<file path="src/rtl/rv32_pkg.sv">
// rv32_pkg: shared definitions for the RV32I ID/EX stage.
//   XLEN, RA_W   datapath and register-address widths
//   ULA_*        ALU opcode encoding driven on ex_ula_op
//   fwd_sel_e    operand source chosen by the forwarding logic
//   ex_regs_t    contents of the ID/EX pipeline register
package rv32_pkg;
   localparam int XLEN = 32;
   localparam int RA_W = 5;

   typedef logic [3:0] ula_op_t;
   localparam ula_op_t ULA_ADD  = 4'b0000;
   localparam ula_op_t ULA_SUB  = 4'b0001;
   localparam ula_op_t ULA_XOR  = 4'b0010;
   localparam ula_op_t ULA_OR   = 4'b0011;
   localparam ula_op_t ULA_AND  = 4'b0100;
   localparam ula_op_t ULA_SLL  = 4'b0101;
   localparam ula_op_t ULA_SRL  = 4'b0110;
   localparam ula_op_t ULA_SRA  = 4'b0111;
   localparam ula_op_t ULA_SLT  = 4'b1000;
   localparam ula_op_t ULA_SLTU = 4'b1001;

   typedef enum logic [1:0] {
      FWD_RF  = 2'd0,
      FWD_MEM = 2'd1,
      FWD_WB  = 2'd2
   } fwd_sel_e;

   // An all-zero value is a bubble: invalid, no side effects, opcode ADD.
   typedef struct packed {
      logic            valid;
      logic [XLEN-1:0] pc;
      logic [XLEN-1:0] rs1_data;
      logic [XLEN-1:0] rs2_data;
      logic [XLEN-1:0] imm;
      logic [RA_W-1:0] rs1;
      logic [RA_W-1:0] rs2;
      logic [RA_W-1:0] rd;
      ula_op_t         ula_op;
      logic            src_a_pc;
      logic            src_b_imm;
      logic            reg_write;
      logic            mem_read;
      logic            mem_write;
   } ex_regs_t;

   // A later-stage write hits a source only when it targets that register and
   // the register is not x0 (x0 is hardwired to zero).
   function automatic logic fwd_hit(input logic we, input logic [RA_W-1:0] rd,
                                    input logic [RA_W-1:0] idx);
      return we && (rd == idx) && (idx != '0);
   endfunction
endpackage

</file>
<file path="src/rtl/id_ex_stage_if.sv">
// id_ex_stage_if: bundle between the ID/MEM/WB side of the pipeline and the
// ID/EX stage.
//   id_*    decoded instruction presented by ID
//   mem_*   destination and result of the instruction in MEM
//   wb_*    destination and result of the instruction in WB
//   ex_*    operands and control driven to EX and downstream
//   load_use_haz  load in EX feeds an ID source; upstream must stall/flush
// master: the surrounding pipeline; slave: id_ex_stage.
interface id_ex_stage_if import rv32_pkg::*; ();
   logic            id_valid;
   logic [XLEN-1:0] id_pc;
   logic [XLEN-1:0] id_rs1_data;
   logic [XLEN-1:0] id_rs2_data;
   logic [XLEN-1:0] id_imm;
   logic [RA_W-1:0] id_rs1;
   logic [RA_W-1:0] id_rs2;
   logic [RA_W-1:0] id_rd;
   logic [3:0]      id_ula_op;
   logic            id_src_a_pc;
   logic            id_src_b_imm;
   logic            id_reg_write;
   logic            id_mem_read;
   logic            id_mem_write;

   logic [RA_W-1:0] mem_rd;
   logic            mem_reg_write;
   logic [XLEN-1:0] mem_fwd_data;
   logic [RA_W-1:0] wb_rd;
   logic            wb_reg_write;
   logic [XLEN-1:0] wb_data;

   logic [XLEN-1:0] ex_a;
   logic [XLEN-1:0] ex_b;
   logic [3:0]      ex_ula_op;
   logic [XLEN-1:0] ex_store_data;
   logic [XLEN-1:0] ex_pc;
   logic [RA_W-1:0] ex_rd;
   logic            ex_valid;
   logic            ex_reg_write;
   logic            ex_mem_read;
   logic            ex_mem_write;
   logic            load_use_haz;

   modport master (
      output id_valid, id_pc, id_rs1_data, id_rs2_data, id_imm, id_rs1, id_rs2,
             id_rd, id_ula_op, id_src_a_pc, id_src_b_imm, id_reg_write,
             id_mem_read, id_mem_write,
             mem_rd, mem_reg_write, mem_fwd_data, wb_rd, wb_reg_write, wb_data,
      input  ex_a, ex_b, ex_ula_op, ex_store_data, ex_pc, ex_rd, ex_valid,
             ex_reg_write, ex_mem_read, ex_mem_write, load_use_haz
   );

   modport slave (
      input  id_valid, id_pc, id_rs1_data, id_rs2_data, id_imm, id_rs1, id_rs2,
             id_rd, id_ula_op, id_src_a_pc, id_src_b_imm, id_reg_write,
             id_mem_read, id_mem_write,
             mem_rd, mem_reg_write, mem_fwd_data, wb_rd, wb_reg_write, wb_data,
      output ex_a, ex_b, ex_ula_op, ex_store_data, ex_pc, ex_rd, ex_valid,
             ex_reg_write, ex_mem_read, ex_mem_write, load_use_haz
   );
endinterface

</file>
<file path="src/rtl/id_ex_stage_fwd_sel.sv">
// fwd_sel: operand forwarding for one EX source register.
//   idx            source register index latched in EX
//   rf_data        register-file value latched in EX
//   mem_*, wb_*    destination/write-enable/value of the MEM and WB instructions
//   sel            chosen source (FWD_RF / FWD_MEM / FWD_WB)
//   data           forwarded operand value
// MEM is younger than WB, so it wins when both target the same register.
module fwd_sel import rv32_pkg::*; (
   input  logic [RA_W-1:0] idx,
   input  logic [XLEN-1:0] rf_data,
   input  logic [RA_W-1:0] mem_rd,
   input  logic            mem_reg_write,
   input  logic [XLEN-1:0] mem_fwd_data,
   input  logic [RA_W-1:0] wb_rd,
   input  logic            wb_reg_write,
   input  logic [XLEN-1:0] wb_data,
   output fwd_sel_e        sel,
   output logic [XLEN-1:0] data
);
   always_comb begin
      sel = FWD_RF;
      if (fwd_hit(mem_reg_write, mem_rd, idx))
         sel = FWD_MEM;
      else if (fwd_hit(wb_reg_write, wb_rd, idx))
         sel = FWD_WB;
   end

   always_comb begin
      case (sel)
         FWD_MEM: data = mem_fwd_data;
         FWD_WB:  data = wb_data;
         default: data = rf_data;
      endcase
   end
endmodule

</file>
<file path="src/rtl/id_ex_stage.sv">
// id_ex_stage: ID/EX pipeline register with EX-side operand forwarding.
//   clk, rst   clock; synchronous active-high reset
//   stall      hold EX contents (forwarded operand data still refreshed)
//   flush      load a bubble into EX on the next edge
//   bus        id_ex_stage_if.slave: ID inputs, MEM/WB forwarding sources,
//              EX operands/control, load_use_haz
// Edge priority: rst > flush > stall > load from ID.
module id_ex_stage import rv32_pkg::*; (
   input logic         clk,
   input logic         rst,
   input logic         stall,
   input logic         flush,
   id_ex_stage_if.slave bus
);
   ex_regs_t        ex_q;
   ex_regs_t        id_d;
   logic [XLEN-1:0] fwd_rs1;
   logic [XLEN-1:0] fwd_rs2;
   fwd_sel_e        sel_rs1;
   fwd_sel_e        sel_rs2;

   always_comb begin
      id_d           = '0;
      id_d.valid     = bus.id_valid;
      id_d.pc        = bus.id_pc;
      id_d.rs1_data  = bus.id_rs1_data;
      id_d.rs2_data  = bus.id_rs2_data;
      id_d.imm       = bus.id_imm;
      id_d.rs1       = bus.id_rs1;
      id_d.rs2       = bus.id_rs2;
      id_d.rd        = bus.id_rd;
      id_d.ula_op    = bus.id_ula_op;
      id_d.src_a_pc  = bus.id_src_a_pc;
      id_d.src_b_imm = bus.id_src_b_imm;
      id_d.reg_write = bus.id_reg_write;
      id_d.mem_read  = bus.id_mem_read;
      id_d.mem_write = bus.id_mem_write;
   end

   fwd_sel u_fwd_rs1 (
      .idx          (ex_q.rs1),
      .rf_data      (ex_q.rs1_data),
      .mem_rd       (bus.mem_rd),
      .mem_reg_write(bus.mem_reg_write),
      .mem_fwd_data (bus.mem_fwd_data),
      .wb_rd        (bus.wb_rd),
      .wb_reg_write (bus.wb_reg_write),
      .wb_data      (bus.wb_data),
      .sel          (sel_rs1),
      .data         (fwd_rs1)
   );

   fwd_sel u_fwd_rs2 (
      .idx          (ex_q.rs2),
      .rf_data      (ex_q.rs2_data),
      .mem_rd       (bus.mem_rd),
      .mem_reg_write(bus.mem_reg_write),
      .mem_fwd_data (bus.mem_fwd_data),
      .wb_rd        (bus.wb_rd),
      .wb_reg_write (bus.wb_reg_write),
      .wb_data      (bus.wb_data),
      .sel          (sel_rs2),
      .data         (fwd_rs2)
   );

   // Select codes are only of interest when probing the design.
   logic sel_unused;
   assign sel_unused = ^{sel_rs1, sel_rs2};

   always_ff @(posedge clk) begin
      if (rst || flush) begin
         ex_q <= '0;
      end else if (stall) begin
         // Capture forwarded values while held, so a producer that retires out
         // of WB during the stall is not lost once its bypass disappears.
         ex_q.rs1_data <= fwd_rs1;
         ex_q.rs2_data <= fwd_rs2;
      end else begin
         ex_q <= id_d;
      end
   end

   assign bus.ex_a          = ex_q.src_a_pc  ? ex_q.pc  : fwd_rs1;
   assign bus.ex_b          = ex_q.src_b_imm ? ex_q.imm : fwd_rs2;
   assign bus.ex_store_data = fwd_rs2;
   assign bus.ex_ula_op     = ex_q.ula_op;
   assign bus.ex_pc         = ex_q.pc;
   assign bus.ex_rd         = ex_q.rd;
   assign bus.ex_valid      = ex_q.valid;
   assign bus.ex_reg_write  = ex_q.reg_write;
   assign bus.ex_mem_read   = ex_q.mem_read;
   assign bus.ex_mem_write  = ex_q.mem_write;

   // Load data only exists after MEM, so an immediately dependent instruction
   // in ID cannot be bypassed and must wait one cycle.
   assign bus.load_use_haz = ex_q.valid && ex_q.mem_read && (ex_q.rd != '0) &&
                             ((ex_q.rd == bus.id_rs1) || (ex_q.rd == bus.id_rs2));
endmodule
</file>
<file path="src/flat_wrapper.sv">
// flat-port wrapper written by rule: the top's interface ports become plain ports
module id_ex_stage_flat import rv32_pkg::*;
  (clk, rst, stall, flush, bus_id_valid, bus_id_pc, bus_id_rs1_data, bus_id_rs2_data, bus_id_imm, bus_id_rs1, bus_id_rs2, bus_id_rd, bus_id_ula_op, bus_id_src_a_pc, bus_id_src_b_imm, bus_id_reg_write, bus_id_mem_read, bus_id_mem_write, bus_mem_rd, bus_mem_reg_write, bus_mem_fwd_data, bus_wb_rd, bus_wb_reg_write, bus_wb_data, bus_ex_a, bus_ex_b, bus_ex_ula_op, bus_ex_store_data, bus_ex_pc, bus_ex_rd, bus_ex_valid, bus_ex_reg_write, bus_ex_mem_read, bus_ex_mem_write, bus_load_use_haz);
  id_ex_stage_if bus_i ();
  input logic clk;
  input logic rst;
  input logic stall;
  input logic flush;
  input wire logic [$bits(bus_i.id_valid)-1:0] bus_id_valid;
  input wire logic [$bits(bus_i.id_pc)-1:0] bus_id_pc;
  input wire logic [$bits(bus_i.id_rs1_data)-1:0] bus_id_rs1_data;
  input wire logic [$bits(bus_i.id_rs2_data)-1:0] bus_id_rs2_data;
  input wire logic [$bits(bus_i.id_imm)-1:0] bus_id_imm;
  input wire logic [$bits(bus_i.id_rs1)-1:0] bus_id_rs1;
  input wire logic [$bits(bus_i.id_rs2)-1:0] bus_id_rs2;
  input wire logic [$bits(bus_i.id_rd)-1:0] bus_id_rd;
  input wire logic [$bits(bus_i.id_ula_op)-1:0] bus_id_ula_op;
  input wire logic [$bits(bus_i.id_src_a_pc)-1:0] bus_id_src_a_pc;
  input wire logic [$bits(bus_i.id_src_b_imm)-1:0] bus_id_src_b_imm;
  input wire logic [$bits(bus_i.id_reg_write)-1:0] bus_id_reg_write;
  input wire logic [$bits(bus_i.id_mem_read)-1:0] bus_id_mem_read;
  input wire logic [$bits(bus_i.id_mem_write)-1:0] bus_id_mem_write;
  input wire logic [$bits(bus_i.mem_rd)-1:0] bus_mem_rd;
  input wire logic [$bits(bus_i.mem_reg_write)-1:0] bus_mem_reg_write;
  input wire logic [$bits(bus_i.mem_fwd_data)-1:0] bus_mem_fwd_data;
  input wire logic [$bits(bus_i.wb_rd)-1:0] bus_wb_rd;
  input wire logic [$bits(bus_i.wb_reg_write)-1:0] bus_wb_reg_write;
  input wire logic [$bits(bus_i.wb_data)-1:0] bus_wb_data;
  output wire logic [$bits(bus_i.ex_a)-1:0] bus_ex_a;
  output wire logic [$bits(bus_i.ex_b)-1:0] bus_ex_b;
  output wire logic [$bits(bus_i.ex_ula_op)-1:0] bus_ex_ula_op;
  output wire logic [$bits(bus_i.ex_store_data)-1:0] bus_ex_store_data;
  output wire logic [$bits(bus_i.ex_pc)-1:0] bus_ex_pc;
  output wire logic [$bits(bus_i.ex_rd)-1:0] bus_ex_rd;
  output wire logic [$bits(bus_i.ex_valid)-1:0] bus_ex_valid;
  output wire logic [$bits(bus_i.ex_reg_write)-1:0] bus_ex_reg_write;
  output wire logic [$bits(bus_i.ex_mem_read)-1:0] bus_ex_mem_read;
  output wire logic [$bits(bus_i.ex_mem_write)-1:0] bus_ex_mem_write;
  output wire logic [$bits(bus_i.load_use_haz)-1:0] bus_load_use_haz;
  assign bus_i.id_valid = bus_id_valid;
  assign bus_i.id_pc = bus_id_pc;
  assign bus_i.id_rs1_data = bus_id_rs1_data;
  assign bus_i.id_rs2_data = bus_id_rs2_data;
  assign bus_i.id_imm = bus_id_imm;
  assign bus_i.id_rs1 = bus_id_rs1;
  assign bus_i.id_rs2 = bus_id_rs2;
  assign bus_i.id_rd = bus_id_rd;
  assign bus_i.id_ula_op = bus_id_ula_op;
  assign bus_i.id_src_a_pc = bus_id_src_a_pc;
  assign bus_i.id_src_b_imm = bus_id_src_b_imm;
  assign bus_i.id_reg_write = bus_id_reg_write;
  assign bus_i.id_mem_read = bus_id_mem_read;
  assign bus_i.id_mem_write = bus_id_mem_write;
  assign bus_i.mem_rd = bus_mem_rd;
  assign bus_i.mem_reg_write = bus_mem_reg_write;
  assign bus_i.mem_fwd_data = bus_mem_fwd_data;
  assign bus_i.wb_rd = bus_wb_rd;
  assign bus_i.wb_reg_write = bus_wb_reg_write;
  assign bus_i.wb_data = bus_wb_data;
  assign bus_ex_a = bus_i.ex_a;
  assign bus_ex_b = bus_i.ex_b;
  assign bus_ex_ula_op = bus_i.ex_ula_op;
  assign bus_ex_store_data = bus_i.ex_store_data;
  assign bus_ex_pc = bus_i.ex_pc;
  assign bus_ex_rd = bus_i.ex_rd;
  assign bus_ex_valid = bus_i.ex_valid;
  assign bus_ex_reg_write = bus_i.ex_reg_write;
  assign bus_ex_mem_read = bus_i.ex_mem_read;
  assign bus_ex_mem_write = bus_i.ex_mem_write;
  assign bus_load_use_haz = bus_i.load_use_haz;
  id_ex_stage u_core (.clk(clk), .rst(rst), .stall(stall), .flush(flush), .bus(bus_i));
endmodule
</file>
<file path="config.mk">
export PLATFORM = sky130hd
export DESIGN_NAME = id_ex_stage_flat
export DESIGN_NICKNAME = d
export VERILOG_FILES = /design/src/rtl/rv32_pkg.sv /design/src/rtl/id_ex_stage_if.sv /design/src/rtl/id_ex_stage_fwd_sel.sv /design/src/rtl/id_ex_stage.sv /design/src/flat_wrapper.sv
export SDC_FILE = /design/constraint.sdc
export NUM_CORES = 1
export LEC_CHECK = 0
export BUFFER_PORTS_ARGS = -buffer_cell sky130_fd_sc_hd__buf_4
export CELL_PAD_IN_SITES_DETAIL_PLACEMENT = 0
export CELL_PAD_IN_SITES_GLOBAL_PLACEMENT = 2
export CORE_MARGIN = 3
export CORE_UTILIZATION = 25
export CTS_BUF_LIST = sky130_fd_sc_hd__clkbuf_4
export DETAILED_ROUTE_END_ITERATION = 6
export PLACE_DENSITY_LB_ADDON = 0.15
export SYNTH_ARGS = -nofsm -noshare
export SYNTH_HDL_FRONTEND = slang
export SYNTH_HIERARCHICAL = 1
export SYNTH_SLANG_ARGS = --single-unit
</file>
<file path="constraint.sdc">
create_clock -name clk -period 3.2 [get_ports clk]
set_input_delay 0.96 -clock clk [delete_from_list [all_inputs] [get_ports clk]]
set_output_delay 0.96 -clock clk [all_outputs]
set_load 0.02 [all_outputs]
</file>
==> results.json <==
{
  "clk_path_buf_depth": 2,
  "worst_slack_ps": -569,
  "syn_to_final_growth_pct": 76.9,
  "initial_core_util_pct": 25.5,
  "grt_usage_pct": 20.9,
  "design_area_um2": 15200,
  "utilization_pct": 45.1,
  "drc_errors": 0,
  "drv_slew": 0,
  "power.total_mw": 4.74,
  "worst_ep_required_time_ps": 2240,
  "drt-total-wl_um": 40100,
  "dp_hpwl_um": 27900,
  "rsz0062_at_grt": "true",
  "worstSkewPairLatency_ps": 610,
  "die_area_um2": 36500,
  "port-buffer-count": 374,
  "clock_sinks": 153,
  "period_share_pct": 118,
  "worstHoldPathType": "flop to flop",
  "p_leak_nw": 6.52,
  "fill_cells": 3354,
  "hold_viol": 0,
  "cp_max_fo": 6,
  "grt-ovfl-total": 0,
  "ant_nets": 0,
  "avgSynthCellArea_um2": 8.91,
  "grt_antenna_before_repair": 1,
  "vias_per_cell": 4.77,
  "synthesis.nets": 1195,
  "dieWidth_um": 191,
  "grt_pass1_wl_um": 57700,
  "cp-start-kind": "flop",
  "cts_max_level": 4,
  "fin_worst_skew_ps": 24.0,
  "layout.cells.non_filler": 1858,
  "placed_area_um2": 13200,
  "syn-instance-count": 962,
  "max_cap_viol_count": 0,
  "cts_tree": "done",
  "globalplace.congestion": 0.764,
  "die_h_um": 191,
  "fmax_mhz": 265,
  "dr.pass1.iters": 5,
  "ir_drop_v": 0.000192,
  "violations": "negative setup slack",
  "fin_setup_tns_ps": -45700,
  "slew_headroom_pct": 64.2,
  "wl_per_cell_um": 21.6,
  "critPathArrivalTime_ps": 2810,
  "dp.cells": 1812,
  "worst_slew_pin_slew_ps": 538,
  "layout_commonest_cell": "buf_4",
  "grt_pass1_vias": 9456,
  "status": "complete, but fails checks",
  "cts_root_buf": "clkbuf_4",
  "grt_max_degree": 82,
  "fin_crit_ps": 3770,
  "cts_hold_buffers": 0,
  "rrSetupSlack_ps": 760,
  "clk_pin_slew_ps": 150,
  "synth_area_um2": 8570,
  "fp-row-count": 67,
  "fin_nets": 1627,
  "setup_violations": 96,
  "crit_type": "flop to primary output",
  "ys_warn_count": 6,
  "end_kind": "primary output",
  "ioPinCount": 375,
  "powerDensity_nw_per_um2": 313,
  "final_cell_mix": "buf_4, mux2i_1, nor2_1, dfxtp_1, buf_6",
  "cts_buffers": 17,
  "layout-drive-gt1-share_pct": 54.0,
  "drtIter0Drc": 332,
  "core_um2": 33600,
  "num_vias": 8866
}
[metal layers]
layer	part of all wire, %	wire (um)	vias to the layer above	track usage (%)
met5	0	0	-	0
met1	41	16300	4295	24.8
li1	-	-	4262	-
met4	1.3	522	0	4.57
met2	51	20300	283	37.2
met3	7.5	2990	26	6.40
[critical path, stage by stage, from the launching register on]
cell and delay [ps]:
dfxtp_2 350, or4_4 580, o211ai_4 240, or2_4 190
buf_12 140, buf_12 130, a31oi_1 120, mux2_4 290
buf_4 160
[sequential cells by signal (all words and copies together), names as in the netlist]
| signal | flops |
|---|---|
| u_core/bus.ex_mem_read | 1 |
| u_core/bus.ex_mem_write | 1 |
| u_core/bus.ex_pc | 32 |
| u_core/bus.ex_rd | 5 |
| u_core/bus.ex_reg_write | 1 |
| u_core/bus.ex_ula_op | 4 |
| u_core/bus.ex_valid | 1 |
| u_core/ex_q | 108 |
[where the power goes]
group          switching, mW  internal, mW
registers             0.0394          1.97
clock network          0.849         0.558
logic                  0.611         0.709
[path summary, 6_finish.rpt]
| kind | endpoint | cells after the start | from |
|---|---|---|---|
| worst max-delay path | bus_ex_a[16] | 8 | u_core/ex_q[23]$_SDFFE_PP0N_ |
| worst min register to register | u_core/ex_q[25]$_SDFFE_PP0N_ | 2 | u_core/ex_q[25]$_SDFFE_PP0N_ |
| worst min-delay path | u_core/ex_q[25]$_SDFFE_PP0N_ | 2 | u_core/ex_q[25]$_SDFFE_PP0N_ |
| worst max register to register | u_core/ex_q[108]$_SDFF_PP0_ | 11 | u_core/ex_q[23]$_SDFFE_PP0N_ |
[repair_timing]
| item | 4_1_cts | 5_1_grt |
|---|---|---|
| gates resized for setup | 133 | 178 |
| setup buffers | 22 | 27 |
| pin swaps | 33 | 23 |
| gates cloned | 7 | 3 |
| endpoints found under the setup margin | 96 | 96 |
[stage by stage]
stage | worst slack, ps | hold slack [ps]
2_1_floorplan | -62.5 | 458
4_1_cts | -637 | 487
3_5_place_dp | -475 | 487
5_1_grt | -708 | 482
3_3_place_gp | -454 | 471
6_report | -569 | 516
[area by class of cell]
cell class | count | area (um^2) | share of cell area [%]
Multi-Input combinational cell | 680 | 6040 | 39.9
Timing Repair Buffer | 542 | 5160 | 34.0
Sequential cell | 153 | 3070 | 20.3
Tap cell | 448 | 561 | 3.70
Clock inverter | 15 | 191 | 1.26
Clock buffer | 17 | 128 | 0.842
Antenna cell | 3 | 7.51 | 0.0495
Power figures use the tool's default switching activity.
